<file path="src/rtl/round_robin_scheduler.sv">
// round_robin_scheduler: four-way round-robin owner arbiter for one shared resource.
// Ports:
//   clk          rising-edge clock
//   reset        asynchronous active-low reset
//   enable       low forces release and blocks new grants
//   req[3:0]     level-sensitive per-requester requests
//   done         one-cycle pulse: current transaction complete
//   grant[3:0]   one-hot owner, zero when idle
//   grant_index  encoded owner, zero when idle
//   busy         high while grant is non-zero
//   timeout      one-cycle pulse on forced release by the hold watchdog
// Define RR_SCHED_WATCHDOG_EN to build the MAX_HOLD watchdog; otherwise timeout is tied low.
module round_robin_scheduler #(
    parameter int MAX_HOLD = 16
) (
    input  logic       clk,
    input  logic       reset,
    input  logic       enable,
    input  logic [3:0] req,
    input  logic       done,
    output logic [3:0] grant,
    output logic [1:0] grant_index,
    output logic       busy,
    output logic       timeout
);

    typedef enum logic {IDLE, OWNED} state_t;

    if (MAX_HOLD < 2 || MAX_HOLD > 255) begin : g_bad_max_hold
        $error("MAX_HOLD must be within 2..255");
    end

    state_t     state_q, state_d;
    logic [1:0] ptr_q, ptr_d;
    logic [3:0] grant_q, grant_d;
    logic [1:0] idx_q, idx_d;
    logic       busy_q, busy_d;
    logic [1:0] win_idx;
    logic       start, rel_en, rel_rot, rel_wd, rel_any;

    // Descending scan so the lowest offset from ptr is the final (winning) assignment.
    always_comb begin
        win_idx = ptr_q;
        for (int k = 3; k >= 0; k--) begin
            if (req[ptr_q + 2'(k)]) win_idx = ptr_q + 2'(k);
        end
    end

`ifdef RR_SCHED_WATCHDOG_EN
    localparam logic [7:0] HOLD_LAST = 8'(MAX_HOLD - 1);
    logic [7:0] hold_q, hold_d;
    logic       timeout_q;
    // Watchdog only wins when no higher-priority release is present in the same cycle.
    assign rel_wd  = (state_q == OWNED) && enable && !done && req[idx_q] && (hold_q == HOLD_LAST);
    assign hold_d  = (state_q == OWNED) ? hold_q + 8'd1 : 8'd0;
    assign timeout = timeout_q;
`else
    assign rel_wd  = 1'b0;
    assign timeout = 1'b0;
`endif

    always_comb begin
        start   = (state_q == IDLE) && enable && (|req);
        rel_en  = (state_q == OWNED) && !enable;
        rel_rot = (state_q == OWNED) && enable && (done || !req[idx_q]);
        rel_any = rel_en || rel_rot || rel_wd;
        state_d = start ? OWNED : rel_any ? IDLE : state_q;
        grant_d = start ? (4'b0001 << win_idx) : rel_any ? 4'b0000 : grant_q;
        idx_d   = start ? win_idx : rel_any ? 2'd0 : idx_q;
        busy_d  = start || (busy_q && !rel_any);
        // Rotation past the owner happens on every release except enable drop.
        ptr_d   = (rel_rot || rel_wd) ? idx_q + 2'd1 : ptr_q;
    end

    always_ff @(posedge clk or negedge reset) begin
        if (!reset) begin
            state_q   <= IDLE;
            ptr_q     <= 2'd0;
            grant_q   <= 4'b0000;
            idx_q     <= 2'd0;
            busy_q    <= 1'b0;
`ifdef RR_SCHED_WATCHDOG_EN
            hold_q    <= 8'd0;
            timeout_q <= 1'b0;
`endif
        end else begin
            state_q   <= state_d;
            ptr_q     <= ptr_d;
            grant_q   <= grant_d;
            idx_q     <= idx_d;
            busy_q    <= busy_d;
`ifdef RR_SCHED_WATCHDOG_EN
            hold_q    <= hold_d;
            timeout_q <= rel_wd;
`endif
        end
    end

    assign grant       = grant_q;
    assign grant_index = idx_q;
    assign busy        = busy_q;

endmodule
</file>
<file path="config.mk">
export PLATFORM = sky130hd
export DESIGN_NAME = round_robin_scheduler
export DESIGN_NICKNAME = d
export VERILOG_FILES = /design/src/rtl/round_robin_scheduler.sv
export SDC_FILE = /design/constraint.sdc
export NUM_CORES = 1
export LEC_CHECK = 0
export BUFFER_PORTS_ARGS = -buffer_cell sky130_fd_sc_hd__buf_4
export CORE_UTILIZATION = 30
export CTS_BUF_LIST = sky130_fd_sc_hd__clkbuf_8
export DETAILED_ROUTE_END_ITERATION = 6
export HOLD_SLACK_MARGIN = 0.08
export PLACE_DENSITY = 0.55
export SYNTH_ARGS = -nofsm -noshare
export SYNTH_HDL_FRONTEND = slang
export SYNTH_SLANG_ARGS = --single-unit
export TNS_END_PERCENT = 100
</file>
<file path="constraint.sdc">
create_clock -name clk -period 3.6 [get_ports clk]
set_input_delay 0.18 -clock clk [delete_from_list [all_inputs] [get_ports clk]]
set_output_delay 0.18 -clock clk [all_outputs]
set_load 0.01 [all_outputs]
</file>
* After elaboration in Yosys (flattened, before gate mapping)
Cells that the tools add are included.
** Word-level totals
- Register bits :: 10
- Input port bits :: 8
- Output and inout bits :: 8
- Word-level logic and storage cells :: 50
** Operators by class
- Add/subtract/negate cells :: 4
- Magnitude comparators :: 5
- Shifts and indexed selects :: 1
- Mux-type cells :: 20
- Bitwise operators :: 1
- Reduce and logical (&&, ||, !) cells :: 14
** Operator list (number)
- 2-bit by 3-bit less-than comparator with 1-bit output (second input constant) :: 5
- 2-bit two-way mux :: 6
- 1-bit binary-select mux with 2-bit select :: 5
- 4-bit two-way mux :: 2
- 1-bit two-way mux :: 7
- 1-bit logical AND :: 6
- 2-bit by 1-bit adder with 2-bit output (second input constant) :: 2
- 2-bit adder (second input constant) :: 2
- 4-bit OR reduction :: 1
- 1-bit by 2-bit << shifter with 4-bit output (first input constant) :: 1
- 1-bit logical NOT :: 3
- 1-bit logical OR :: 3
- 2-bit nonzero test :: 1
- 1-bit inverter :: 1

* Logic depth before layout (Yosys ltp)
Gate-level depths: netlist (run 1).
- Word-level depth :: 9
- Gate-level depth with buffers :: 5
- Depth with buffers taken out :: 4

* Worst setup path before layout (run 1)
Ideal clock, no wire load.
- Path kind :: flip-flop to flip-flop
- Start :: reg idx_q[1], in the netlist grant_index[1]
- End :: reg ptr_q[1]
- Library setup time :: 0.125 ns
- Arrival time :: 1.515 ns
- Required time :: 3.475 ns
- Path slack :: 1.960 ns
- Cell stages (with the launch flop) :: 5
- Path buffers :: 0
- Period minus slack after synthesis :: 1.640 ns
- Cells stage by stage :: dfrtp_1 > mux2_2 > a22oi_4 > and3_4 > mux2_4
** On the way
- Word-level cells in the longest chain between the ends :: 5
** Ends and longest elaborated chain
- from (decl) :: line 36 : logic [1:0] idx_q, idx_d;
- from (signal assigned) :: line 90 : idx_q <= idx_d;
- 1-bit binary-select mux with 2-bit select :: line 65 : rel_rot = (state_q == OWNED) && enable && (done || !req[idx_q]);
- 1-bit two-way mux (implied by the code) :: line 65
- 1-bit logical NOT :: line 65
- 1-bit logical OR :: line 65
- 1-bit logical AND :: line 65
- to (signal assigned) :: line 88 : ptr_q <= ptr_d;
- to (decl) :: line 34 : logic [1:0] ptr_q, ptr_d;
Parallel ways exist; a longest one is shown, timed or not. The select of a mux whose other input is x is not followed.
A chain may end at the register's enable or synchronous reset.

* Worst setup path in the final report (run 1)
Ends and elaborated chain as after synthesis.

==> summary.md, run 1 <==
| Metric | Value |
|---|---|
| First-pass GRT wire length | roughly 1900 µm |
| Design Area, Final | 782 µm² |
| Placed cell count | 89 |
| Peak VDD IR | 329 µV |
| Clk Tree Root Cell | clkbuf_8 |
| Metal2 WL | 536 µm |
| Pre-CTS setup slack | 1.94 ns |
| IO buf count | 14 |
| Period minus WS final | 1.66 ns |
| H-tree levels | 1 |
| Met3 Wirelength | 77 µm |
| Gr ovfl total | 0 |
| CP cell instances | mux2_2 > a22oi_4 > and3_4 > mux2_4 |
| # Max-Cap Violations | 0 |
| Netlist cell types | 30 |
| Most frequent cell after synthesis | dfrtp_1 |
| Hpwl dp | 938 µm |
| Antenna violations before repair | 0 |
| Static leakage | between 0.3 and 0.4 nW |
| Critical Path Stages | 4 |
| Final nets | 78 |
| RR Startpoint | grant_index[1]$_DFFE_PN0P_ |
| Async set-reset flop share out of synthesis | 1.00 |
| Total Routing Usage GR | 0.133 |
| Final Hold Viols | 0 |
| Worst Hold Endpoint | state_q$_DFFE_PN0P_ |
| Flop2flop setup slack | 1.94 ns |
| # fillers | roughly 170 |
| Synth area leaders | dfrtp_1 (42%), a32o_1 (6.8%), nor2b_1 (5.3%), mux2_4 (5.1%), a22oi_4 (3.6%) |
| Row count | 15 |
| Post-CTS sizing | 0 |
| Drt first pass iters | 3 |
| EDFF count, synth | 0 |
| Die area | between 2000 and 2500 µm² |
| Syn Nets | 60 |
| Metal-1 WL | 647 µm |
| CP max-delay cell | dfrtp_1 |
| CTS buffer count | 3 |
| Number of vias per cell | 4.98 |
| Tot Pwr | approximately 0.55 mW |
| Area of the multi-input gates | 323 µm² |
| Fraction of layout cells with a size suffix above 1 | 0.391 |
| Hold Startpoint | enable |
| Post-Synthesis Cell Area | 592 µm² |
| Critical path arrival | 1.78 ns |
| Total core area | 1780 µm² |
| Die span in y | 46.4 µm |
| Fin Setup TNS | 0 ns |
| Initial Util | 0.332 |
| Fin. max-slew vios | 0 |
| Sequential area share after synthesis | 0.423 |
| Critical R2R Capture | ptr_q[1]$_DFFE_PN0P_ |
| YS warnings | 0 |
| Routability cong. | roughly 0.76 |
| Vias in the first global route | ~390 |
| Worst-Margin Slew | 0.650 ns |
| Reg clk slew, reported paths | 0.05 ns |
| Synth top cells by count | dfrtp_1 (10), nor2b_1 (5), a32o_1 (4), a21oi_1 (3) |
| HP Class | input pin to register |
| Slew headroom | 0.565 |
| CTS tree | yes |
| Crit path required time | 3.72 ns |
| CP peak stage delay | between 0.4 and 0.5 ns |
| Routed Antenna Nets | 0 |
| Ys flop type | dfrtp_1 |
| Pin count of the biggest net entering global routing | 11 |
| DRT Wirelength | 1260 µm |
| Worst Skew | roughly 0.0029 ns |
| Hold Path Stages | 3 |
| Worst setup SP type | register |
| DRT iter0 DRCs | 4 |
| Via Count | 468 |
| CP delay by family, top | multiplexers |
| Fin worst setup slack | 1.94 ns |
| Area after DPL | 717 µm² |
| # setup viols final | 0 |
| Number of synthesized register bits | 10 |
| P&R area growth vs syn | 32.1% |
| Avg Cell Area, Syn | 11.4 µm² |
| Crit Path Category | register to register |
| Status | completed |
| PwrDens | 703 nW/µm² |
| Die W | 46.4 µm |
| Highest metal used | met3 |
| Worst reg2reg path depth | 4 |
| Synth area leader | dfrtp_1 |
| Clock sink count | 10 |
| Critical-path maximum fanout | 5 |
| Area share of the largest cell type after synthesis | 0.423 |
| Fmax | 0.603 GHz |
| Avg WL per Cell | 13.4 µm |
| CP endpoint kind | register |
| Buf/Inv on CP | 0 |
| Clock Latency Late Sink | 0.24 ns |
| Antenna diode count | 0 |
| Fin crit share | 0.461 |
| Syn Inst Count | 52 |
| CTS Buffer Depth | 2 |
| RSZ-0062 raised after global routing | false |
| Cell Count, Final, Fillers Out | 94 |
| Seq. cell area | 250 µm² |
| IO Count | 16 |
| Remaining DRCs | 0 |
-- cells in the final DEF, fill, tap and decap left out, types with 2 or more instances in the layout --
master / instances
a21o_1: 2
a21oi_1: 3
a32o_1: 4
buf_4: 14
clkbuf_8: 4
dfrtp_1: 10
inv_1: 2
mux2_4: 2
nand2_1: 2
nor2b_1: 5
-- worst min-delay path: stages --
cell	delay, ns
buf_4	0.09
inv_1	0.06
o21bai_1	0.13
-- final cells by class --
cell class,count,area share
multi-input cells,38,0.413
repair buffers,15,0.147
clock buffers,4,0.0704
flip-flops and latches,10,0.320
well taps,25,0.0400
inverters,2,0.00960
-- power by group --
| part | leakage (nW) | switching, mW | internal, mW | total [mW] |
|---|---|---|---|---|
| Sequential | 0.126 | 0.0425 | 0.150 | 0.193 |
| Clock | 0.0288 | 0.0446 | 0.0962 | 0.141 |
| Combinational | 0.209 | 0.0986 | 0.117 | 0.216 |
-- what timing repair did --
item                                   in CTS  in global routing
hold buffers                                1                  0
endpoints found under the hold margin      10                  0
buffers inserted                            0                  0
-- state kept, by name, indices dropped and copies added (netlist names) --
name,cells
grant,4
ptr_q,2
busy,1
grant_index,2
state_q,1
-- cells by family after synthesis --
kind of cell    share of synthesized area
flops                               0.423
buf+inv                            0.0317
mux                                0.0867
compound gates                      0.311
other cells                       0.00634
simple gates                        0.127
xor+xnor                           0.0148
-- routing by layer --
metal | track usage | up-vias
li1 | - | 234
met5 | 0 | -
met2 | 0.158 | 12
met3 | 0.0745 | 0
met1 | 0.191 | 222
met4 | 0.0529 | 0
-- stage by stage --
| step | util | hold slack, ns |
|---|---|---|
| 6_report | 0.439 | 0.266 |
| 4_1_cts | 0.439 | 0.266 |
| 2_1_floorplan | - | -0.116 |
| 3_3_place_gp | 0.402 | 0.0169 |
| 5_1_grt | 0.439 | 0.270 |
| 3_5_place_dp | 0.402 | 0.0181 |
-- worst max-delay path by stage --
stage | end | from
final | ptr_q[1]$_DFFE_PN0P_ | grant_index[1]$_DFFE_PN0P_
after global routing | ptr_q[1]$_DFFE_PN0P_ | grant_index[1]$_DFFE_PN0P_
after CTS | ptr_q[1]$_DFFE_PN0P_ | grant_index[1]$_DFFE_PN0P_
after detailed placement | ptr_q[1]$_DFFE_PN0P_ | grant_index[1]$_DFFE_PN0P_
after global placement | ptr_q[1]$_DFFE_PN0P_ | grant_index[1]$_DFFE_PN0P_
after floorplan | ptr_q[1]$_DFFE_PN0P_ | grant_index[1]$_DFFE_PN0P_
Power figures use the tool's default switching activity.
==> run 2: changes to the inputs <==
clock period = 1.6 ns   (was 3.6 ns; I/O delays follow)
==> summary.md, run 2 (same netlist as run 1, synthesis figures left out) <==
| Metric | Value |
|---|---|
| Status | completed |
| Fin crit share | 0.980 (+0.520) |
| CTS tree | yes |
| Most common cell after layout, fill and taps aside | buf_4 |
| IO buf count | 14 (unchanged) |
| Clk Tree Root Cell | clkbuf_8 |
| Hpwl dp | 934 µm (-0.47%) |
| IO Count | 16 (unchanged) |
| Fin. max-slew vios | 0 (unchanged) |
| RSZ-0062 raised after global routing | true |
| Fmax | 0.637 GHz (+5.7%) |
| CP endpoint kind | register |
| HP Class | input pin to register |
| CP max-delay cell | dfrtp_2 |
| Period minus WS final | 1.57 ns (-0.0900 ns) |
| Initial Util | 0.332 (unchanged) |
| Most frequent cells in the layout | buf_4 (18), dfrtp_1 (9), nor2b_1 (5) |
| Avg WL per Cell | 12.9 µm (-4.1%) |
| Cell Count, Final, Fillers Out | 98 (+4.3%) |
| CP peak stage delay | 0.43 ns (-0.02 ns) |
| Drt first pass iters | 4 (+1) |
| Total Routing Usage GR | 0.145 (+0.0118) |
| Antenna violations before repair | 0 (unchanged) |
| Crit path required time | 1.72 ns (-2.00 ns) |
| # Max-Cap Violations | 0 (unchanged) |
| Flop2flop setup slack | 0.03 ns (-1.91 ns) |
| Reg clk slew, reported paths | 0.05 ns (about the same) |
| Hold Startpoint | enable |
| Die area | 2150 µm² (unchanged) |
| Post-CTS sizing | 0 (unchanged) |
| Clock Latency Late Sink | 0.23 ns (about the same) |
| Placed cell count | 92 (+3.4%) |
| Static leakage | 0.383 nW (+5.1%) |
| Number of vias per cell | 4.99 (+0.22%) |
| Pin count of the biggest net entering global routing | 11 (unchanged) |
| Slew headroom | 0.580 (+0.0157) |
| Antenna diode count | 0 (unchanged) |
| CTS buffer count | 3 (unchanged) |
| Worst reg2reg path depth | 4 (unchanged) |
| Remaining DRCs | 0 (unchanged) |
| Max FFs per register | 4 (unchanged) |
| DRT iter0 DRCs | 14 (+10) |
| Final nets | 82 (+5.1%) |
| Die W | 46.4 µm (unchanged) |
| PwrDens | 1570 nW/µm² (+120%) |
| Worst Skew | 0.00319 ns (+0.000283 ns) |
| Fin Setup TNS | 0 ns (unchanged) |
| Critical-path maximum fanout | 4 (-1) |
| H-tree levels | 1 (unchanged) |
| Crit-path most repeated cell | mux2_4 |
| Worst-Margin Slew | 0.626 ns (-0.0235 ns) |
| Final Hold Viols | 0 (unchanged) |
| Routability cong. | 0.753 (-0.75%) |
| Fraction of layout cells with a size suffix above 1 | 0.438 (+0.0471) |
| # setup viols final | 0 (unchanged) |
| Peak VDD IR | 1180 µV (+260%) |
| CP cell instances | mux2_4 > a22oi_4 > and3_4 > mux2_4 |
| Worst Hold Endpoint | state_q$_DFFE_PN0P_ |
| Critical path arrival | 1.69 ns (-0.09 ns) |
| Gr ovfl total | 0 (unchanged) |
| Total core area | 1780 µm² (unchanged) |
| Row count | 15 (unchanged) |
| DRT Wirelength | 1260 µm (unchanged) |
| CTS Buffer Depth | 2 (unchanged) |
| RR Startpoint | grant_index[1]$_DFFE_PN0P_ |
| Crit Path Category | register to register |
| Worst setup SP type | register |
| Via Count | 489 (+4.5%) |
| Die span in y | 46.4 µm (unchanged) |
| First-pass GRT wire length | 2050 µm (+10%) |
| Hold Path Stages | 3 (unchanged) |
| Critical R2R Capture | ptr_q[1]$_DFFE_PN0P_ |
| Routed Antenna Nets | 0 (unchanged) |
| P&R area growth vs syn | 37.4% |
| Vias in the first global route | 467 (+20%) |
| Clock sink count | 10 (unchanged) |
-- run 2: cell count changes in the layout (fill, tap and decap cells not counted) --
cell | previous run | this run
buf_4 | 14 | 18
dfrtp_1 | 10 | 9
dfrtp_2 | 0 | 1
-- run 2: per-stage QoR --
| stage | hold WS, ns | utilization | area, µm² | worst slack [ns] | total power, mW |
|---|---|---|---|---|---|
| after floorplan | -0.216 | - | 593 | 0.000636 | 0.752 |
| after global placement | -0.0812 | 0.415 | 741 | 0.0185 | 0.956 |
| after detailed placement | -0.0798 | 0.415 | 741 | -0.00344 | 0.957 |
| after CTS | 0.180 | 0.456 | 813 | 0.0127 | 1.29 |
| after global routing | 0.198 | 0.456 | 813 | -0.0127 | 1.36 |
| final | 0.186 | 0.456 | 813 | 0.0314 | 1.28 |
-- run 2: power by group --
part	internal [mW]	leakage, nW	switching (mW)	total, mW
sequential	0.340	0.125	0.0834	0.424
clock	0.216	0.0288	0.0970	0.313
combinational	0.300	0.229	0.239	0.539
-- run 2: worst max-delay path by stage --
stage | from | to | slack (ns) | cells after the start
final | grant_index[1]$_DFFE_PN0P_ | ptr_q[1]$_DFFE_PN0P_ | 0.03 | 4
after CTS | grant_index[1]$_DFFE_PN0P_ | ptr_q[1]$_DFFE_PN0P_ | 0.01 | 4
after floorplan | grant_index[1]$_DFFE_PN0P_ | ptr_q[1]$_DFFE_PN0P_ | 0.0006 | 4
after global placement | grant_index[1]$_DFFE_PN0P_ | ptr_q[1]$_DFFE_PN0P_ | 0.02 | 4
after detailed placement | grant_index[1]$_DFFE_PN0P_ | ptr_q[1]$_DFFE_PN0P_ | -0.003 | 4
after global routing | grant_index[1]$_DFFE_PN0P_ | ptr_q[1]$_DFFE_PN0P_ | -0.01 | 4
-- run 2: critical path, delay by kind of cell, from the launching register on --
kind             cells  cell delay [ns]
AO/OA/AOI/OAI        1             0.20
AND/OR/NAND/NOR      1             0.22
flip-flops           1             0.43
multiplexers         2             0.61
-- run 2: cell type report --
| class | count | area (µm²) |
|---|---|---|
| Multi-Input combinational cell | 38 | 323 |
| Fill cell | 171 | 970 |
| Timing Repair Buffer | 19 | 145 |
| Inverter | 2 | 7.51 |
| Tap cell | 25 | 31.3 |
| Sequential cell | 10 | 251 |
| Clock buffer | 4 | 55.1 |
-- run 2: per-layer routing --
metal,wire [µm],part of all wire,GRT usage,up-vias
li1,-,-,-,239
met4,12,0.0095,0.0529,0
met5,0,0,0,-
met2,557,0.44,0.200,16
met3,77,0.061,0.0706,2
met1,613,0.49,0.193,232
-- run 2: repair_timing --
action,4_1_cts,5_1_grt
setup endpoints to repair,1,7
hold endpoints to repair,10,0
buffers inserted,1,0
hold buffers,1,0
pin swaps,1,3
==> run 3: changes to the inputs <==
SETUP_SLACK_MARGIN = 0.4   (was default)
==> summary.md, run 3 (same netlist as run 1, synthesis figures left out) <==
| Metric | Value |
|---|---|
| Final Hold Viols | 0 (unchanged) |
| Area after DPL | 741 µm² (unchanged) |
| # Max-Cap Violations | 0 (unchanged) |
| IO buf count | 14 (unchanged) |
| H-tree levels | 1 (unchanged) |
| CP endpoint kind | register |
| Design Area, Final | 852 µm² (+4.8%) |
| Fin Setup TNS | 0 ns (unchanged) |
| Critical path arrival | 1.66 ns (-0.03 ns) |
| Critical-path maximum fanout | 4 (unchanged) |
| Avg WL per Cell | 12.6 µm (-2.0%) |
| First-pass GRT wire length | 2040 µm (-0.34%) |
| Pre-CTS setup slack | 0.0426 ns (+0.0460 ns) |
| Antenna violations before repair | 0 (unchanged) |
| Die area | 2150 µm² (unchanged) |
| Clock sink count | 10 (unchanged) |
| Worst setup SP type | register |
| Most frequent cells in the layout | buf_4 (22), dfrtp_1 (9), nor2b_1 (4), a32o_1 (4), clkbuf_8 (4) |
| Fin crit share | 0.965 (-0.0155) |
| Final Util | 0.478 (+0.0218) |
| Final nets | 86 (+4.9%) |
| Worst Skew | 0.000773 ns (-0.00241 ns) |
| Most common cell after layout, fill and taps aside | buf_4 |
| Total core area | 1780 µm² (unchanged) |
| DRT Wirelength | 1290 µm (+2.0%) |
| IO Count | 16 (unchanged) |
| Die W | 46.4 µm (unchanged) |
| Pin count of the biggest net entering global routing | 11 (unchanged) |
| Cell Count, Final, Fillers Out | 102 (+4.1%) |
| Fin. max-slew vios | 0 (unchanged) |
| Static leakage | 0.405 nW (+5.9%) |
| Remaining DRCs | 0 (unchanged) |
| WHS | 0.187 ns (+0.000467 ns) |
| Max FFs per register | 4 (unchanged) |
| Via Count | 496 (+1.4%) |
| Drt first pass iters | 1 (-3) |
| Crit Path Category | register to register |
| Routed Antenna Nets | 0 (unchanged) |
| Total Routing Usage GR | 0.140 (-0.00428) |
| Slew headroom | 0.671 (+0.0906) |
| Hpwl dp | 959 µm (+2.7%) |
| Fraction of layout cells with a size suffix above 1 | 0.481 (+0.0422) |
| P&R area growth vs syn | 44.0% |
| Crit path required time | 1.72 ns (about the same) |
| Fin worst setup slack | 0.0561 ns (+0.0248 ns) |
| Clock Latency Late Sink | 0.24 ns (about the same) |
| Routability cong. | 0.730 (-3.1%) |
| CTS tree | yes |
| Peak VDD IR | 685 µV (-42%) |
| CTS buffer count | 3 (unchanged) |
| Worst-Margin Slew | 0.489 ns (-0.137 ns) |
| RSZ-0062 raised after global routing | true |
| Die span in y | 46.4 µm (unchanged) |
| PwrDens | 1570 nW/µm² (+0.20%) |
| CTS Buffer Depth | 2 (unchanged) |
| Vias in the first global route | 421 (-9.9%) |
| Placed cell count | 92 (unchanged) |
| DRT iter0 DRCs | 0 (-14) |
| Antenna diode count | 0 (unchanged) |
| Period minus WS final | 1.54 ns (-0.0248 ns) |
| Number of vias per cell | 4.86 (-2.5%) |
| Row count | 15 (unchanged) |
| Gr ovfl total | 0 (unchanged) |
| Status | completed |
| Clk Tree Root Cell | clkbuf_8 |
| Reg clk slew, reported paths | 0.05 ns (about the same) |
| Initial Util | 0.332 (unchanged) |
| # setup viols final | 0 (unchanged) |
| Fmax | 0.648 GHz (+1.6%) |
| Tot Pwr | 1.34 mW (+5.0%) |
| HP Class | input pin to register |
-- run 3: layer usage --
layer  track usage  wire length [µm]  vias up
li1              -                 -      247
met2         0.167               565       13
met3        0.0235                48        4
met1         0.222               646      232
met5             0                 0        -
met4        0.0882                25        0
-- run 3: cell type report --
class / instances / area [µm²]
clock buffer: 4 / 55.1
fill: 172 / 931
inverter: 2 / 7.51
multi-input combinational: 38 / 332
sequential: 10 / 251
tap: 25 / 31.3
timing repair buffer: 23 / 175
-- run 3: what timing repair did --
action	4_1_cts	5_1_grt
setup endpoints to repair	10	10
hold buffers	1	0
hold endpoints to repair	10	0
setup buffers	2	3
resized for setup	1	1
pin swaps	1	0
-- run 3: final timing paths --
path / cells past startpoint / slack [ns] / endpoint / start
max in group asynchronous: 2 / 1.24 / grant_index[1]$_DFFE_PN0P_ / reset
worst max-delay path: 4 / 0.06 / ptr_q[1]$_DFFE_PN0P_ / grant_index[1]$_DFFE_PN0P_
worst min register to register: 1 / 0.49 / busy$_DFF_PN0_ / busy$_DFF_PN0_
worst min-delay path: 3 / 0.19 / state_q$_DFFE_PN0P_ / enable
worst max register to register: 4 / 0.06 / ptr_q[1]$_DFFE_PN0P_ / grant_index[1]$_DFFE_PN0P_
min in group asynchronous: 2 / 0.21 / grant[0]$_DFFE_PN0P_ / reset
-- run 3: power breakdown --
| group | switching (mW) | total, mW | internal (mW) |
|---|---|---|---|
| sequential | 0.0820 | 0.422 | 0.340 |
| clock | 0.102 | 0.318 | 0.217 |
| combinational | 0.254 | 0.598 | 0.344 |
-- run 3: worst max-delay path, stage by stage, from the launching register on --
cell and delay [ns]:
dfrtp_2 0.43, mux2_4 0.32, a22oi_4 0.17, and3_4 0.21, mux2_4 0.29
